<file path="src/rtl/synaptic_weight_accumulator.sv">
// Frame-based accumulator of excitatory and inhibitory synaptic weights (signed Q-format),
// with saturating sums, a saturating beat counter and a hold/handshake stage for the consumer.
module synaptic_weight_accumulator #(
  parameter int INTEGER_WIDTH   = 32,
  parameter int DATA_WIDTH_FRAC = 32,
  parameter int DATA_WIDTH      = INTEGER_WIDTH + DATA_WIDTH_FRAC,
  parameter int COUNT_WIDTH     = 16
) (
  input  logic                         Clock,
  input  logic                         Reset,
  input  logic                         Start,
  input  logic                         SpikeValid,
  output logic                         SpikeReady,
  input  logic signed [DATA_WIDTH-1:0] SpikeWeight,
  input  logic                         SpikeInhibitory,
  input  logic                         SpikeLast,
  output logic signed [DATA_WIDTH-1:0] ExWeightSum,
  output logic signed [DATA_WIDTH-1:0] InWeightSum,
  output logic                         SumValid,
  input  logic                         SumAccept,
  output logic [COUNT_WIDTH-1:0]       SpikeCount,
  output logic                         Overflow,
  output logic                         Busy
);

  typedef enum logic [1:0] {IDLE, ACCUM, HOLD} state_t;

  localparam logic [DATA_WIDTH-1:0] SUM_MAX = {1'b0, {(DATA_WIDTH-1){1'b1}}};
  localparam logic [DATA_WIDTH-1:0] SUM_MIN = {1'b1, {(DATA_WIDTH-1){1'b0}}};

  state_t                 state_reg;
  logic [DATA_WIDTH-1:0]  sum_reg   [2];
  logic [DATA_WIDTH-1:0]  lane_next [2];
  logic [1:0]             lane_sat;
  logic [1:0]             lane_hit;
  logic                   beat_accept;

  // SpikeReady is itself the registered "state == ACCUM" flag.
  assign beat_accept = SpikeValid && SpikeReady;

  // Lane 0 carries the excitatory sum, lane 1 the inhibitory sum.
  genvar gi;
  generate
    for (gi = 0; gi < 2; gi++) begin : g_lane
      logic [DATA_WIDTH:0] wide_sum;
      assign wide_sum = {sum_reg[gi][DATA_WIDTH-1], sum_reg[gi]}
                      + {SpikeWeight[DATA_WIDTH-1], SpikeWeight};
      // Sign bit and its extension disagree only when the true sum left the signed range.
      assign lane_sat[gi]  = wide_sum[DATA_WIDTH] != wide_sum[DATA_WIDTH-1];
      assign lane_next[gi] = lane_sat[gi] ? (wide_sum[DATA_WIDTH] ? SUM_MIN : SUM_MAX)
                                          : wide_sum[DATA_WIDTH-1:0];
      assign lane_hit[gi]  = beat_accept && ((gi == 1) ? SpikeInhibitory : !SpikeInhibitory);
    end
  endgenerate

  assign ExWeightSum = sum_reg[0];
  assign InWeightSum = sum_reg[1];

  always_ff @(posedge Clock or posedge Reset) begin
    if (Reset) begin
      state_reg  <= IDLE;
      sum_reg[0] <= '0;
      sum_reg[1] <= '0;
      SpikeCount <= '0;
      Overflow   <= 1'b0;
      SumValid   <= 1'b0;
      SpikeReady <= 1'b0;
      Busy       <= 1'b0;
    end else begin
      case (state_reg)
        IDLE: begin
          if (Start) begin
            state_reg  <= ACCUM;
            sum_reg[0] <= '0;
            sum_reg[1] <= '0;
            SpikeCount <= '0;
            Overflow   <= 1'b0;
            SpikeReady <= 1'b1;
            Busy       <= 1'b1;
          end
        end
        ACCUM: begin
          if (beat_accept) begin
            for (int i = 0; i < 2; i++) begin
              if (lane_hit[i]) sum_reg[i] <= lane_next[i];
            end
            if (|(lane_hit & lane_sat)) Overflow <= 1'b1;
            if (SpikeCount != {COUNT_WIDTH{1'b1}}) SpikeCount <= SpikeCount + COUNT_WIDTH'(1);
            if (SpikeLast) begin
              state_reg  <= HOLD;
              SpikeReady <= 1'b0;
              SumValid   <= 1'b1;
            end
          end
        end
        HOLD: begin
          // Start arriving together with SumAccept is deliberately dropped.
          if (SumAccept) begin
            state_reg <= IDLE;
            SumValid  <= 1'b0;
            Busy      <= 1'b0;
          end
        end
        default: begin
          state_reg  <= IDLE;
          SumValid   <= 1'b0;
          SpikeReady <= 1'b0;
          Busy       <= 1'b0;
        end
      endcase
    end
  end

endmodule

</file>
<file path="config.mk">
export PLATFORM = sky130hd
export DESIGN_NAME = synaptic_weight_accumulator
export DESIGN_NICKNAME = d
export VERILOG_FILES = /design/src/rtl/synaptic_weight_accumulator.sv
export SDC_FILE = /design/constraint.sdc
export NUM_CORES = 1
export LEC_CHECK = 0
export CORE_MARGIN = 3
export CORE_UTILIZATION = 45
export DETAILED_ROUTE_END_ITERATION = 10
export DONT_BUFFER_PORTS = 1
export GPL_ROUTABILITY_DRIVEN = 0
export REMOVE_ABC_BUFFERS = 1
export SYNTH_ARGS = -nofsm -noshare
export SYNTH_HDL_FRONTEND = slang
export SYNTH_SLANG_ARGS = --single-unit
</file>
<file path="constraint.sdc">
create_clock -name Clock -period 4.9 [get_ports Clock]
set_input_delay 0.735 -clock Clock [delete_from_list [all_inputs] [get_ports Clock]]
set_output_delay 0.735 -clock Clock [all_outputs]
set_load 0.05 [all_outputs]
</file>
# After elaboration in Yosys (flattened, before gate mapping)
# Index checks and enable logic that the tools add are counted.
dict set report op_classes {
  n_reduce_logical 15
  n_mux 31
  eq_ne 13
  addsub 3
  n_bitwise 4
}
# op count
set op_table {}
lappend op_table {{64-bit two-way mux} 6}
lappend op_table {{128-bit two-way mux} 2}
lappend op_table {{128-bit one-hot mux with 2 select lines} 1}
lappend op_table {{64-bit by 64-bit adder with 65-bit output} 2}
lappend op_table {{16-bit two-way mux} 3}
lappend op_table {{16-bit one-hot mux with 2 select lines} 1}
lappend op_table {{4-bit AND reduction} 7}
lappend op_table {{16-bit by 1-bit adder with 16-bit output (second input constant)} 1}
lappend op_table {{16-bit != test (second input constant)} 1}
lappend op_table {{2-bit != test (second input constant)} 8}
lappend op_table {{1-bit two-way mux} 9}
lappend op_table {{1-bit one-hot mux with 3 select lines} 3}
lappend op_table {{2-bit two-way mux} 4}
lappend op_table {{2-bit one-hot mux with 3 select lines} 1}
lappend op_table {{1-bit logical AND} 3}
lappend op_table {{1-bit inverter} 3}
lappend op_table {{3-bit AND reduction} 1}
lappend op_table {{2-bit AND} 1}
lappend op_table {{2-bit by 1-bit == test with 1-bit output (second input constant)} 1}
lappend op_table {{2-bit == test (second input constant)} 1}
lappend op_table {{2-bit logical NOT} 1}
lappend op_table {{1-bit != test} 2}
lappend op_table {{1-bit one-hot mux with 2 select lines} 1}
lappend op_table {{2-bit nonzero test} 1}
lappend op_table {{2 further kinds} 2}
dict set report word_totals {
  input_bits 71
  word_cells 74
  register_bits 150
  output_inout_bits 148
}

# Longest topological paths before layout
# Gate-level depths: netlist of the first run.
dict set report depth {
  word_depth 7
  mapped_depth 21
  depth_no_buf 19
}

# Least setup slack after synthesis of the first run
# Ideal clock, no wire load.
dict set report synth_timing {
  path_kind {in2reg}
  from {in SpikeWeight[6]}
  to {reg sum_reg, in the netlist InWeightSum[42]}
  t_arrival_ns 4.878
  required_ns 4.784
  setup_ns 0.116
  cell_stages 18
  setup_slack_ns -0.094
  n_path_buf 3
  path_cell_list {ha_1 -> a21o_1 -> a21o_1 -> a21o_1 -> a2111oi_0 -> o22ai_1 -> a21o_1 -> a31oi_1 -> o31ai_1 -> mux2i_1 -> or2_1 -> ha_1 -> clkbuf_1 -> a221o_1 -> clkbuf_1 -> or2_2 -> clkbuf_1 -> o311ai_0}
}
dict set report synth_between {
  elab_chain_cells 6
  elab_cells_between_ends 7
  cone_classes {add/sub: 1; eq/ne: 1; mux: 5}
}
# element line_no
set synth_rtl {}
lappend synth_rtl {{start: declaration} 14} ;# input logic signed [DATA_WIDTH-1:0] SpikeWeight,
lappend synth_rtl {{64-bit by 64-bit adder with 65-bit output *} 47} ;# + {SpikeWeight[DATA_WIDTH-1], SpikeWeight};
lappend synth_rtl {{64-bit two-way mux or 1-bit != test (tied branches)} {50, 49}}
lappend synth_rtl {{64-bit two-way mux *} 50} ;# assign lane_next[gi] = lane_sat[gi] ? (wide_sum[DATA_WIDTH] ? SUM_MIN : SUM_MAX)
lappend synth_rtl {{64-bit two-way mux *} 85} ;# if (lane_hit[i]) sum_reg[i] <= lane_next[i];
lappend synth_rtl {{128-bit two-way mux *} 83} ;# if (beat_accept) begin
lappend synth_rtl {{128-bit one-hot mux with 2 select lines *} 70} ;# case (state_reg)
lappend synth_rtl {{end signal: indexed assignment} 85}
lappend synth_rtl {{end: declaration} 32} ;# logic [DATA_WIDTH-1:0] sum_reg [2];
# Mark *: on every way between the ends. The rest lies on a longest branch, timed or not. The select of a mux whose other input is x is not followed.
# A chain may end at the register's enable or synchronous reset.

# Final worst setup path of the first run
dict set report layout_timing {
  from {reg sum_reg, in the netlist InWeightSum[30]}
  to {reg sum_reg, in the netlist InWeightSum[28]}
}
dict set report layout_between {
  elab_chain_cells 6
  elab_cells_between_ends 7
  cone_classes {add/sub: 1; eq/ne: 1; mux: 5}
}
# element line_no
set layout_rtl {}
lappend layout_rtl {{64-bit by 64-bit adder with 65-bit output *} 47}
lappend layout_rtl {{64-bit two-way mux or 1-bit != test (tied branches)} {50, 49}}
lappend layout_rtl {{64-bit two-way mux *} 50}
lappend layout_rtl {{64-bit two-way mux *} 85}
lappend layout_rtl {{128-bit two-way mux *} 83}
lappend layout_rtl {{128-bit one-hot mux with 2 select lines *} 70}
# Marks and branches as above.

==> results.sh, run 1 <==
export IMPL_outcome="finished, final reports clean"
export IMPL_cts_resized=0
export IMPL_final_core_util_pct=51.6
export IMPL_min_period_over_period_pct=93.6
export IMPL_synth_yosys_warnings=0
export IMPL_grtUsageTotal_pct=27.0
export IMPL_final_cell_count_no_fill=2156
export IMPL_effective_utilization_at_floorplan_pct=46.2
export IMPL_worst_pin_slew_ps=839
export IMPL_worst_reg2reg_setup_slack_ps=310
export IMPL_wl_per_cell_um=21.3
export IMPL_power_ir_vdd_worst_mv=0.436
export IMPL_most_instantiated_cells_after_synthesis="a21oi_1 (176), nand2_1 (172), dfrtp_1 (150)"
export IMPL_synth_seq_cells=150
export IMPL_drt_first_pass_iters=5
export IMPL_cellLeakagePower_nw=7.29
export IMPL_via_count_of_the_first_global_routing_pass=12800
export IMPL_dp_final_hpwl_um=35500
export IMPL_postRouteWirelength_um=46000
export IMPL_slew_viols_final=0
export IMPL_finalSetupViolations=0
export IMPL_vias=13500
export IMPL_cellInternalPower_w=0.00467
export IMPL_antenna_violating_nets_post_route=0
export IMPL_power_share_sequential_pct=27.5
export IMPL_post_cts_buffers=0
export IMPL_clock_skew_final_ps=15.1
export IMPL_post_drt_via_cell_ratio=6.27
export IMPL_synthFlopType="dfrtp_1"
export IMPL_setup_ws_ps=314
export IMPL_timing_setup_critical_path_class="register to register"
export IMPL_critical_path_endpoint_type="register"
export IMPL_ys_types=76
export IMPL_layout_drive_gt1_share_pct=10.1
export IMPL_power_per_cell_area_mw_per_mm2=640
export IMPL_layout_area_overhead_vs_synth_pct=11.7
export IMPL_timing_max_slew_rel_slack_pct=43.6
export IMPL_synth_area_leaders="dfrtp_1 (27%), ha_1 (12%), a21oi_1 (6.3%)"
export IMPL_floorplan_die_area_mm2=0.0330
export IMPL_die_height_um=182
export IMPL_numPlacedInstances=2126
export IMPL_switching_share_pct=53.0
export IMPL_dpl_instance_area_mm2=0.0148
export IMPL_postSynth_asyncResetShare_pct=100
export IMPL_arrival_ps=4910
export IMPL_clock_tree_htree_level_count=4
export IMPL_hold_crit_path_type="input port to async pin"
export IMPL_power_frac_clock_pct=15.0
export IMPL_post_place_ws_ps=-203
export IMPL_pin_count=219
export IMPL_crit_fanout=22
export IMPL_clk_pin_slew_ps=70
export IMPL_synth_largest_type_area_fraction_pct=27.0
export IMPL_cts_tree="built"
export IMPL_clk_latency_ps=450
export IMPL_cts_sinks=150
export IMPL_max_freq_ghz=0.218
export IMPL_route_detailed_drc=0
export IMPL_globalRouteOverflowTotal=0
export IMPL_cts_path_max_buffers=2
export IMPL_nNetsFinal=1959
export IMPL_period_needed_ps=4590
export IMPL_synth_top_cell_by_area="dfrtp_1"
export IMPL_clock_buffer_count_from_cts=17
export IMPL_grt_pass1_wl_um=71700
export IMPL_grt_antenna_before_repair=0
export IMPL_power_w=0.00992
export IMPL_power_combinational_fraction_pct=57.6
export IMPL_p_sw_w=0.00525
export IMPL_antennaDiodeCount=0
export IMPL_drt_iter0_markers=976
export IMPL_postSynthCellCount=1724
export IMPL_synth_edff_count=0
export IMPL_ys_seq_area_share_pct=27.0
export IMPL_rows=63
export IMPL_grt_setup_unrepaired="no"
export IMPL_cap_violations=0
export IMPL_cp_required_ps=5220
export IMPL_mean_instance_size_in_the_synthesized_netlist_um2=8.05
export IMPL_design_core_area_mm2=0.0300
export IMPL_holdBufCountCts=0
export IMPL_port_buffers=0
export IMPL_crit_path_start_kind="register"
export IMPL_grt_max_degree=74
export IMPL_final_hold_viol_count=0
export IMPL_dieWidth_um=182
export IMPL_top_count_cell_post_synth="a21oi_1"
export IMPL_final_cell_area_mm2=0.0155
export IMPL_syn_area_mm2=0.0139
export IMPL_cts_root_cell="clkbuf_16"
[area by class of cell]
class                   instances  area (um2)
fillers                      2865       14500
inverters                      52         200
multi-input cells            1424        9580
flip-flops and latches        150        3750
clock buffers                  22         494
repair buffers                110         842
well taps                     390         488
clock inverters                 8         145
[power by group through the flow]
stage | combinational [W] | sequential (W) | clock [W]
2_1_floorplan | 0.00365 | 0.00299 | 0
3_3_place_gp | 0.00554 | 0.00274 | 0
3_5_place_dp | 0.00560 | 0.00275 | 0
4_1_cts | 0.00562 | 0.00273 | 0.00150
5_1_grt | 0.00625 | 0.00278 | 0.00156
6_report | 0.00571 | 0.00272 | 0.00149
[critical path, stage by stage (launching register included)]
cell and delay [ps]:
dfrtp_1 410, ha_1 340, a21oi_1 110, o21ai_1 200, o21ai_0 220, a2111o_1 440
o22ai_2 230, a21o_1 290, a31oi_4 130, o31ai_2 290, mux2i_1 140, or2_1 240
ha_2 370, inv_1 70, nor4_2 240, a221o_2 220, buf_4 210, buf_12 180
o21ai_0 110
[per-stage QoR]
step / setup TNS, ps / hold slack (ps)
after global placement: 0 / 617
after CTS: 0 / 306
after floorplan: -105780 / 532
after global routing: 0 / 321
after detailed placement: -5670 / 625
final: 0 / 282
[final timing paths]
path / startpoint / endpoint / cells past startpoint
max: InWeightSum[30]$_DFFE_PP0P_ / InWeightSum[28]$_DFFE_PP0P_ / 18
min: Reset / ExWeightSum[63]$_DFFE_PP0P_ / 1
max reg2reg: InWeightSum[30]$_DFFE_PP0P_ / InWeightSum[28]$_DFFE_PP0P_ / 18
min reg2reg: state_reg[1]$_DFFE_PP0P_ / Busy$_DFFE_PP0P_ / 1
max in group asynchronous: Reset / ExWeightSum[52]$_DFFE_PP0P_ / 2
min in group Clock: SumAccept / SumValid$_DFFE_PP0P_ / 3
[layout by cell type (no fill, tap or decap), types with 9 or more instances in the layout]
cell / instances
a21oi_1: 175
nand2_1: 172
dfrtp_1: 150
o21ai_0: 147
ha_1: 129
nor2_1: 127
buf_4: 108
xnor2_1: 72
a21o_1: 70
a221o_1: 60
inv_1: 51
nand4_1: 46
nand3_1: 42
xor2_1: 42
nor3_1: 29
o21bai_1: 22
and3_1: 19
o21a_1: 19
a31oi_1: 18
o211ai_1: 18
clkbuf_16: 17
nor2b_1: 16
a211oi_1: 16
nand2b_1: 15
or3_1: 12
and2_1: 11
a21boi_0: 9
[layer usage]
| layer | global-route usage [%] | part of all wire (%) | up-vias |
|---|---|---|---|
| met4 | 8.44 | 2.6 | 0 |
| met1 | 35.9 | 44 | 6491 |
| met5 | 0 | 0 | - |
| met2 | 43.3 | 45 | 475 |
| met3 | 6.89 | 8.3 | 58 |
| li1 | - | - | 6496 |
[kinds of logic after synthesis]
logic type | share of synthesized area (%)
adders and majority gates | 12.2
AOI/OAI and AO/OA | 30.4
DFF | 27.0
buffers and inverters | 4.41
and+or+nand+nor | 18.1
muxes | 0.595
xor gates and xnor gates | 7.19
(Power assumes the default switching activity.)
==> run 2, diff against run 1 <==
--- a/config.mk
+++ b/config.mk
@@ -10,7 +10,6 @@
 export DETAILED_ROUTE_END_ITERATION = 10
 export DONT_BUFFER_PORTS = 1
 export GPL_ROUTABILITY_DRIVEN = 0
-export REMOVE_ABC_BUFFERS = 1
 export SYNTH_ARGS = -nofsm -noshare
 export SYNTH_HDL_FRONTEND = slang
 export SYNTH_SLANG_ARGS = --single-unit
==> run 2 against run 1 <==
Effect of this change: wire length decreased by 1.6%; non-clock buffer count down 11; register-to-register slack better by 40 ps; first-iteration DRC count shrank 11%; die area unchanged; clock skew is 4.4 ps lower; utilization down 0.41 points; critical path type unchanged; largest cell class unchanged.
==> results.sh, run 2 (synthesis results as in run 1) <==
export IMPL_dp_final_hpwl_um=35200
export IMPL_antenna_violating_nets_post_route=0
export IMPL_timing_critical_path_slowest_stage_cell="a221o_2"
export IMPL_clock_tree_htree_level_count=4
export IMPL_rr_startpoint="InWeightSum[1]$_DFFE_PP0P_"
export IMPL_cp_required_ps=5240
export IMPL_crit_fanout=7
export IMPL_slew_viols_final=0
export IMPL_floorplan_die_area_mm2=0.0330
export IMPL_cellLeakagePower_nw=7.23
export IMPL_cts_path_max_buffers=2
export IMPL_vias=13400
export IMPL_drt_first_pass_iters=5
export IMPL_crit_path_start_kind="register"
export IMPL_drt_iter0_markers=868
export IMPL_power_frac_clock_pct=14.5
export IMPL_via_count_of_the_first_global_routing_pass=13100
export IMPL_layout_cells_most_common="a21oi_1"
export IMPL_pin_count=219
export IMPL_timing_max_slew_rel_slack_pct=29.5
export IMPL_rows=63
export IMPL_grtUsageTotal_pct=27.0
export IMPL_reg2reg_depth=18
export IMPL_grt_pass1_wl_um=72800
export IMPL_critical_path_endpoint_type="register"
export IMPL_most_used_cells_in_the_layout_excluding_fill_and_tap_cells="a21oi_1 (175), nand2_1 (172), dfrtp_1 (149)"
export IMPL_p_sw_w=0.00523
export IMPL_grt_setup_unrepaired="no"
export IMPL_critical_path_buf_inv_count=2
export IMPL_power_ir_vdd_worst_mv=0.424
export IMPL_power_w=0.00973
export IMPL_finalSetupViolations=0
export IMPL_port_buffers=0
export IMPL_min_period_over_period_pct=92.8
export IMPL_crit_path_cell_trace="ha_1 > a211oi_1 > o21a_1 > nor3_2 > a2111oi_2 > buf_4 > o22ai_2 > a21o_1 > a31oi_1 > o31ai_2 > mux2i_1 > or2_1 > ha_2 > inv_1 > nor4_1 > a221o_2 > or2_2 > o311ai_0"
export IMPL_sequential_cell_area_mm2=0.00375
export IMPL_grt_antenna_before_repair=0
export IMPL_wl_per_cell_um=21.1
export IMPL_power_combinational_fraction_pct=58.2
export IMPL_layout_drive_gt1_share_pct=9.50
export IMPL_design_core_area_mm2=0.0300
export IMPL_nNetsFinal=1948
export IMPL_die_height_um=182
export IMPL_cap_violations=0
export IMPL_cts_root_cell="clkbuf_16"
export IMPL_hold_crit_path_type="input port to async pin"
export IMPL_synth_fp_nets=1928
export IMPL_post_drt_via_cell_ratio=6.24
export IMPL_final_core_util_pct=51.2
export IMPL_critical_path_top_delay_family="compound AO/OA/AOI/OAI gates"
export IMPL_cts_sinks=150
export IMPL_final_hold_viol_count=0
export IMPL_timing_setup_critical_path_class="register to register"
export IMPL_cts_tree="built"
export IMPL_postRouteWirelength_um=45300
export IMPL_route_detailed_drc=0
export IMPL_fill_cells=2885
export IMPL_period_needed_ps=4550
export IMPL_clock_skew_final_ps=10.7
export IMPL_stages_on_worst_setup_path=18
export IMPL_antennaDiodeCount=0
export IMPL_dieWidth_um=182
export IMPL_power_share_sequential_pct=27.4
export IMPL_outcome="finished, final reports clean"
export IMPL_switching_share_pct=53.8
export IMPL_crit_start="InWeightSum[1]$_DFFE_PP0P_"
export IMPL_worst_pin_slew_ps=1060
export IMPL_globalRouteOverflowTotal=0
export IMPL_grt_max_degree=85
export IMPL_holdWs_ps=277
export IMPL_power_per_cell_area_mw_per_mm2=633
export IMPL_clk_pin_slew_ps=70
export IMPL_critical_path_max_stage_delay_ps=430
export IMPL_multi_input_comb_area_mm2=0.00956
export IMPL_clk_latency_ps=450
export IMPL_max_freq_ghz=0.220
export IMPL_clock_buffer_count_from_cts=17
export IMPL_arrival_ps=4890
export IMPL_layout_area_overhead_vs_synth_pct=10.8
export IMPL_cellInternalPower_w=0.00450
export IMPL_effective_utilization_at_floorplan_pct=46.2
==> run 2: layer usage <==
layer	wire, um	global-route usage, %	vias to the layer above
li1	-	-	6467
met1	20100	36.1	6391
met2	20600	43.5	468
met3	3580	7.07	65
met4	968	7.31	0
met5	0	0	-
==> run 2: area by class of cell <==
class / count / share of cell area (%)
Multi-Input combinational cell: 1424 / 62.2
Sequential cell: 150 / 24.4
Timing Repair Buffer: 99 / 4.99
Tap cell: 390 / 3.17
Clock buffer: 20 / 3.03
Inverter: 52 / 1.30
Clock inverter: 12 / 0.935
==> run 2: metrics by stage <==
stage	setup TNS [ps]	setup slack, ps	std cells	area [um2]
after floorplan	0	5.38	1724	13900
after global placement	0	84.7	2115	14800
after detailed placement	-265	-62.9	2115	14800
after CTS	0	243	2147	15400
after global routing	0	11.4	2147	15400
final	0	351	2147	15400
==> run 2: worst reg2reg max path, stage by stage, from the launching register on <==
cell and delay [ps]:
dfrtp_1 410, ha_1 310, a211oi_1 330, o21a_1 260
nor3_2 80, a2111oi_2 350, buf_4 210, o22ai_2 130
a21o_1 210, a31oi_1 260, o31ai_2 110, mux2i_1 140
or2_1 240, ha_2 320, inv_1 80, nor4_1 50
a221o_2 430, or2_2 390, o311ai_0 130
==> run 2: worst paths after layout <==
check,endpoint,slack (ps)
worst max-delay path,InWeightSum[42]$_DFFE_PP0P_,350
worst min-delay path,InWeightSum[12]$_DFFE_PP0P_,280
min in group Clock,state_reg[1]$_DFFE_PP0P_,460
max in group asynchronous,ExWeightSum[15]$_DFFE_PP0P_,3510
worst max register to register,InWeightSum[42]$_DFFE_PP0P_,350
worst min register to register,InWeightSum[1]$_DFFE_PP0P_,550
==> run 2: power by group through the flow <==
stage	clock (W)	sequential [W]	combinational, W
floorplan	0	0.00297	0.00373
global placement	0	0.00269	0.00552
detailed placement	0	0.00269	0.00558
CTS	0.00143	0.00267	0.00561
global route	0.00148	0.00272	0.00625
finish	0.00141	0.00266	0.00566
==> run 2: timing repair <==
item	CTS	global route
buffers inserted	0	0
hold buffers	0	0
gates resized for setup	0	5
setup endpoints to repair	0	63
